==> config.mk <==
export PLATFORM = sky130hd
export DESIGN_NAME = mha_token_feeder
export DESIGN_NICKNAME = d
export VERILOG_FILES = /design/src/rtl/mha_pkg.sv /design/src/rtl/mha_token_feeder.sv
export SDC_FILE = /design/constraint.sdc
export NUM_CORES = 2
export LEC_CHECK = 0
export ABC_AREA = 1
export CAP_MARGIN = 10
export CORE_AREA = 2 2 603 605
export DETAILED_ROUTE_END_ITERATION = 10
export DIE_AREA = 0 0 605 607
export GPL_TIMING_DRIVEN = 0
export PLACE_DENSITY_LB_ADDON = 0.2
export SYNTH_ARGS = -nofsm -noshare
export SYNTH_HDL_FRONTEND = slang
export SYNTH_SLANG_ARGS = --single-unit
==> constraint.sdc <==
create_clock -name clk -period 105.7 [get_ports clk]
set_clock_uncertainty 0.05 [all_clocks]
set_input_delay 21.14 -clock clk [delete_from_list [all_inputs] [get_ports clk]]
set_output_delay 21.14 -clock clk [all_outputs]
set_load 0.005 [all_outputs]
==> src/rtl/mha_pkg.sv <==
// Shared types and default dimensions for the multi-head attention blocks.
package mha_pkg;

  localparam int unsigned DATA_W   = 8;
  localparam int unsigned D_MODEL  = 192;
  localparam int unsigned N_TOKENS = 197;

  typedef enum logic [1:0] {
    IDLE,
    FILL,
    ISSUE,
    WAIT
  } feeder_state_t;

endpackage

==> src/rtl/mha_token_feeder.sv <==
// Packs a serial element stream into token rows and hands each row to the
// attention block with a one-cycle init pulse, waiting for its acknowledge.
module mha_token_feeder #(
  parameter  int unsigned DATA_W   = mha_pkg::DATA_W,
  parameter  int unsigned D_MODEL  = mha_pkg::D_MODEL,
  parameter  int unsigned N_TOKENS = mha_pkg::N_TOKENS,
  localparam int unsigned TOK_W    = (N_TOKENS > 1) ? $clog2(N_TOKENS) : 1
) (
  input  logic                      clk,
  input  logic                      reset,
  input  logic                      start,
  input  logic                      s_valid,
  input  logic [DATA_W-1:0]         s_data,
  output logic                      s_ready,
  output logic [DATA_W*D_MODEL-1:0] mha_block,
  output logic                      mha_init,
  input  logic                      mha_ready,
  output logic [TOK_W-1:0]          token_idx,
  output logic                      busy,
  output logic                      frame_done
);

  import mha_pkg::*;

  localparam int unsigned       ELEM_W    = (D_MODEL > 1) ? $clog2(D_MODEL) : 1;
  localparam logic [ELEM_W-1:0] ELEM_LAST = ELEM_W'(D_MODEL - 1);
  localparam logic [TOK_W-1:0]  TOK_LAST  = TOK_W'(N_TOKENS - 1);

  feeder_state_t     state_q, state_d;
  logic [ELEM_W-1:0] elem_cnt;
  logic              accept;
  logic              last_elem;
  logic              ack;
  logic              last_tok;

  assign accept    = s_valid && (state_q == FILL);
  assign last_elem = (elem_cnt == ELEM_LAST);
  assign ack       = mha_ready && (state_q == WAIT);
  assign last_tok  = (token_idx == TOK_LAST);

  always_ff @(posedge clk or posedge reset) begin
    if (reset) state_q <= IDLE;
    else       state_q <= state_d;
  end

  always_comb begin
    state_d  = state_q;
    s_ready  = 1'b0;
    mha_init = 1'b0;
    busy     = (state_q != IDLE);
    unique case (state_q)
      IDLE:  if (start) state_d = FILL;
      FILL: begin
        s_ready = 1'b1;
        if (accept && last_elem) state_d = ISSUE;
      end
      ISSUE: begin
        mha_init = 1'b1;
        state_d  = WAIT;
      end
      WAIT: if (ack) state_d = last_tok ? IDLE : FILL;
      default: state_d = IDLE;
    endcase
  end

  always_ff @(posedge clk or posedge reset) begin
    if (reset) begin
      elem_cnt   <= '0;
      token_idx  <= '0;
      mha_block  <= '0;
      frame_done <= 1'b0;
    end else begin
      frame_done <= ack && last_tok;
      unique case (state_q)
        IDLE: if (start) begin
          elem_cnt  <= '0;
          token_idx <= '0;
        end
        FILL: if (accept) begin
          mha_block[elem_cnt*DATA_W +: DATA_W] <= s_data;
          elem_cnt <= last_elem ? '0 : elem_cnt + 1'b1;
        end
        WAIT: if (ack) token_idx <= last_tok ? '0 : token_idx + 1'b1;
        default: ;
      endcase
    end
  end

endmodule

# ---- Word level (Yosys, flattened, before mapping)
# Index checks and enable logic that the tools add are counted.
dict set report op_classes {
  add_sub_neg 3
  muxes 15
  shift 2
  reduce_logical 12
  n_eq_ne 9
}
# operator n
set op_table {}
lappend op_table {{$bwmux W1536} 1}
lappend op_table {{$shift A8 B34 Y1536 const A} 1}
lappend op_table {{$shiftx A8 B34 Y1536} 1}
lappend op_table {{$mux W8} 5}
lappend op_table {{$neg A11 Y34} 1}
lappend op_table {{$pmux W8 S2} 2}
lappend op_table {{$add A8 B1 Y8 const B} 2}
lappend op_table {{$eq A8 B8 Y1 const B} 2}
lappend op_table {{$reduce_and A3 Y1} 3}
lappend op_table {{$pmux W2 S4} 1}
lappend op_table {{$mux W2} 3}
lappend op_table {{$ne A2 B2 Y1 const B} 3}
lappend op_table {{$reduce_bool A2 Y1} 3}
lappend op_table {{$eq A2 B2 Y1 const B} 2}
lappend op_table {{$logic_and A1 B1 Y1} 4}
lappend op_table {{$mux W1} 3}
lappend op_table {{$eq A2 B1 Y1 const B} 1}
lappend op_table {{$logic_not A2 Y1} 1}
lappend op_table {{$ne A2 B1 Y1 const B} 1}
lappend op_table {{$reduce_and A2 Y1} 1}
dict set report totals {
  ff_bits 1555
  wordCells 46
}

# ---- Logic depth before layout (Yosys ltp)
dict set report logic_depth {
  ltp_word 5
  depth_mapped 18
}

# ---- Worst setup path before layout
# Ideal clock, no wire load.
dict set report synth_timing {
  kind {input port to flip-flop}
  startpoint {input port s_valid}
  endpoint {register mha_block[264]}
  arrival_ns 22.534
  path_slack_ns 83.051
  stages 10
  t_required_ns 105.585
  path_cell_list {nand2_1 > inv_1 > nand2_1 > nor2_1 > inv_2 > buf_2 > buf_2 > nor2_1 > nand2_1 > nand2_1}
}
dict set report synth_via {
  elab_chain_len 2
}
# element line_no
set synth_rtl {}
lappend synth_rtl {{start: declaration} mha_token_feeder.sv:12} ;# input logic s_valid,
lappend synth_rtl {{$logic_and A1 B1 Y1} mha_token_feeder.sv:36} ;# assign accept = s_valid && (state_q == FILL);
lappend synth_rtl {{$reduce_and A2 Y1 (no line)} --}
lappend synth_rtl {{end signal: indexed assignment} mha_token_feeder.sv:80} ;# mha_block[elem_cnt*DATA_W +: DATA_W] <= s_data;
lappend synth_rtl {{end: declaration} mha_token_feeder.sv:15} ;# output logic [DATA_W*D_MODEL-1:0] mha_block,
# No other way between the ends.
# A chain may end at the register's enable or synchronous reset.

# ---- Worst setup path in the final report
dict set report layout_timing {
  startpoint {input port s_valid}
  endpoint {register mha_block[407]}
}
# Same word-level chain as after synthesis.

==> metrics.cfg <==
[grt]
top_usage_layer=met2
grt_pass1_wl_um=700000
met1_usage_pct=36.0
antenna_found_initial=39
use_met3_pct=6.47
grt_usage_pct=28.7
grt_overflow=0
grt_max_degree=118
gr-usage-met2_pct=46.9
grt_pass1_vias=70662

[logic_synthesis]
synth.most_common_cell=nand2_1
synth_top_family_by_area=simple AND/OR/NAND/NOR gates
ys_warn_count=0
synth_compound_area_share_pct=5.42
synth_cell_types=38
synth_adder_area_share_pct=0.176
synth_top_area_share_pct=54.6
synth-xor-area-share_pct=0.0474
synthSimpleGateAreaFrac_pct=33.0
synth_edf_count=0
synth-async-reset-ratio_pct=100
synth-seq-cells=1555
synth_area_um2=71300
yosysTopAreaCell=dfrtp_1
yosys-top-cells-count=nand2_1 (3671), dfrtp_1 (1555), nor2_1 (759)
synthTopCellsByArea=dfrtp_1 (55%), nand2_1 (19%), nand3_1 (4.6%)
syn_avg_cell_area_um2=7.71
syn-instance-count=9245
yosys_most_used_dff=dfrtp_1
synth.area.mux_share_pct=0
synthesis.nets=9268
yosysSeqAreaShare_pct=54.6

[power]
p_leak_nw=44.6
clkPwrFrac_pct=31.7
seqPwrFrac_pct=26.8
pwr-share-comb_pct=41.5
intPower_mw=1.13
swShare_pct=50.1
p_switching_mw=1.13
vdd_drop_max_mv=0.0197
p_per_area_nw_per_um2=22.4
total_power_mw=2.26

[sta]
worst_pin_slew_ns=1.38
relSlewSlack_pct=7.46
hold_viol=0
max_freq_mhz=40.2
period_needed_ns=24.86
tns_ns=0
finalMaxSlewViolations=0
finalSetupViolCount=0
rsz0062_at_grt=no
timing.final.crit_share_pct=23.5

[critical_path]
crit_path_end_kind=flip-flop
start_kind=primary input
slowest_delay_ns=0.83
critPathSlowestCell=nor2_1
cp.required_ns=106.46
cp_common_cell=nand2_1
path_buf_inv=5
crit_fanout=10
worstPathArrival_ns=25.62
worstPathCellList=clkdlybuf4s50_1 -> nand2_1 -> inv_1 -> nand2_1 -> nor2_1 -> inv_2 -> buf_2 -> buf_2 -> nor2_1 -> nand2_1 -> nand2_1
timing.setup.critical_path_class=primary input to flip-flop
worstRegToRegCells=15
cp.depth=11
crit_family=buffers and inverters

[die]
die_y_um=607
ios=1561
initial_core_util_pct=19.8
dieArea_um2=367000
die_w_um=605
rows=221
core_um2=361000

[clocking]
cts_setup_buffers=0
numCtsBuffers=196
cts_tree=yes
clock_sinks=1555
postCtsResizedCells=0
cts_hold_repair.buffers=0
cts_root_buf=clkbuf_16
cts_buffer_depth=4
clk_pin_slew_ns=0.06
clkLatencyLatePin_ns=0.91
htree_levels=4

[finish]
fill_cells=39565
utilization_pct=27.9
regArea_um2=38900
final_cells=16029
multiInputGateArea_um2=27600
area_delta_synth_final_pct=41.3
layout.nets=11087
drive_gt1_share_pct=5.99

[routing]
routed_wl_um=545000
first_pass_iters=5
avgViaCountPerCell=4.61
remaining_drc_errors=0
drtIter0Drc=7756
ant_nets=0
post_drt_wl_per_cell_um=34.0
via_count=73938

[placed_design]
hpwl_um=441000
portBuffers=1560
placed_cells=15659
gp_congestion=0.932

[job]
max-cap-violations=0

[outcome]
status=completed

[min_path]
whs_path_depth=2
hp-class=flip-flop to flip-flop

==> power by group through the flow <==
stage	registers (mW)	logic [mW]	clock network, mW
global route	0.605	0.963	0.751
floorplan	0.617	0.344	0
CTS	0.605	0.947	0.730
detailed placement	0.616	0.947	0
finish	0.605	0.937	0.716
global placement	0.619	0.915	0
==> tightest hold or removal path, delay by kind of cell (launching register included) <==
family,cells,cell delay (ns)
flops,1,0.34
simple gates,2,0.09
==> stage by stage <==
| stage | hold WS [ns] | setup slack [ns] | cell area (um^2) |
|---|---|---|---|
| 5_1_grt | 0.435 | 80.57 | 101000 |
| 3_5_place_dp | 0.408 | 79.87 | 94100 |
| 6_report | 0.418 | 80.84 | 101000 |
| 4_1_cts | 0.424 | 80.86 | 101000 |
| 3_3_place_gp | 0.407 | 15.15 | 92900 |
| 2_1_floorplan | 0.415 | 40.64 | 71300 |
==> flip-flops by register name (all words and copies together), names as in the netlist <==
| register | count |
|---|---|
| mha_block | 1536 |
| state_q | 2 |
| token_idx | 8 |
| frame_done | 1 |
| elem_cnt | 8 |
==> path summary, 6_finish.rpt <==
check	end	from	slack (ns)
setup / recovery	mha_block[407]	s_valid	80.84
hold / removal	mha_block[970]	mha_block[970]	0.42
setup reg to reg	mha_block[288]	elem_cnt[2]	99.23
hold reg to reg	mha_block[970]	mha_block[970]	0.42
max in group asynchronous	mha_block[313]	reset	81.08
min in group asynchronous	mha_block[208]	reset	20.47
==> metal layers <==
layer	vias to the layer above	part of all wire [%]	routed length, um
met1	37165	41	224000
met5	-	0.0046	25
met3	683	7.1	38900
met4	4	5.3	29000
li1	32871	-	-
met2	3215	46	253000
==> area by class of cell <==
cell class                      count  share of cell area, %
Sequential cell                  1555                   38.6
Multi-Input combinational cell   6461                   27.4
Timing Repair Buffer             1621                   16.6
Tap cell                         4794                   5.96
Clock buffer                      289                   5.78
Inverter                          736                   2.75
Buffer                            493                   2.08
Clock inverter                     58                  0.737
Antenna cell                       22                 0.0547
==> cells by family (layout without fill, tap and decap cells) <==
logic type / Yosys count / in the layout
xor+xnor: 3 / 3
fa+ha+maj: 10 / 10
flops: 1555 / 1555
compound gates: 762 / 762
simple gates: 5686 / 5686
buf+inv: 1229 / 3197
other cells: 0 / 22
==> cells in the final DEF, fill, tap and decap left out, types with 4 or more instances in the layout <==
cell type           n
clkbuf_16         200
nand4_2            13
buf_8              13
a21oi_1             7
nor2_2             52
bufinv_16          14
clkinvlp_4          9
o21ai_1            89
dfrtp_1          1555
buf_1              55
nand3_1           649
clkbuf_2           22
buf_2             138
inv_2              18
clkbuf_1          310
or2_2               4
nor3_2             18
nand2_2             5
buf_16             23
o21ai_0           646
clkinv_2           25
ha_1               10
o22ai_1             4
clkbuf_8           48
nor4_1             17
clkdlybuf4s50_1  1560
buf_6              15
clkinv_1            4
inv_1             713
buf_12              4
nand4_1           128
nand2_1          3671
nor2_4             16
nor3_1            351
o31ai_1            12
diode_2            22
buf_4              15
nor2_1            752
(Power assumes the default switching activity.)
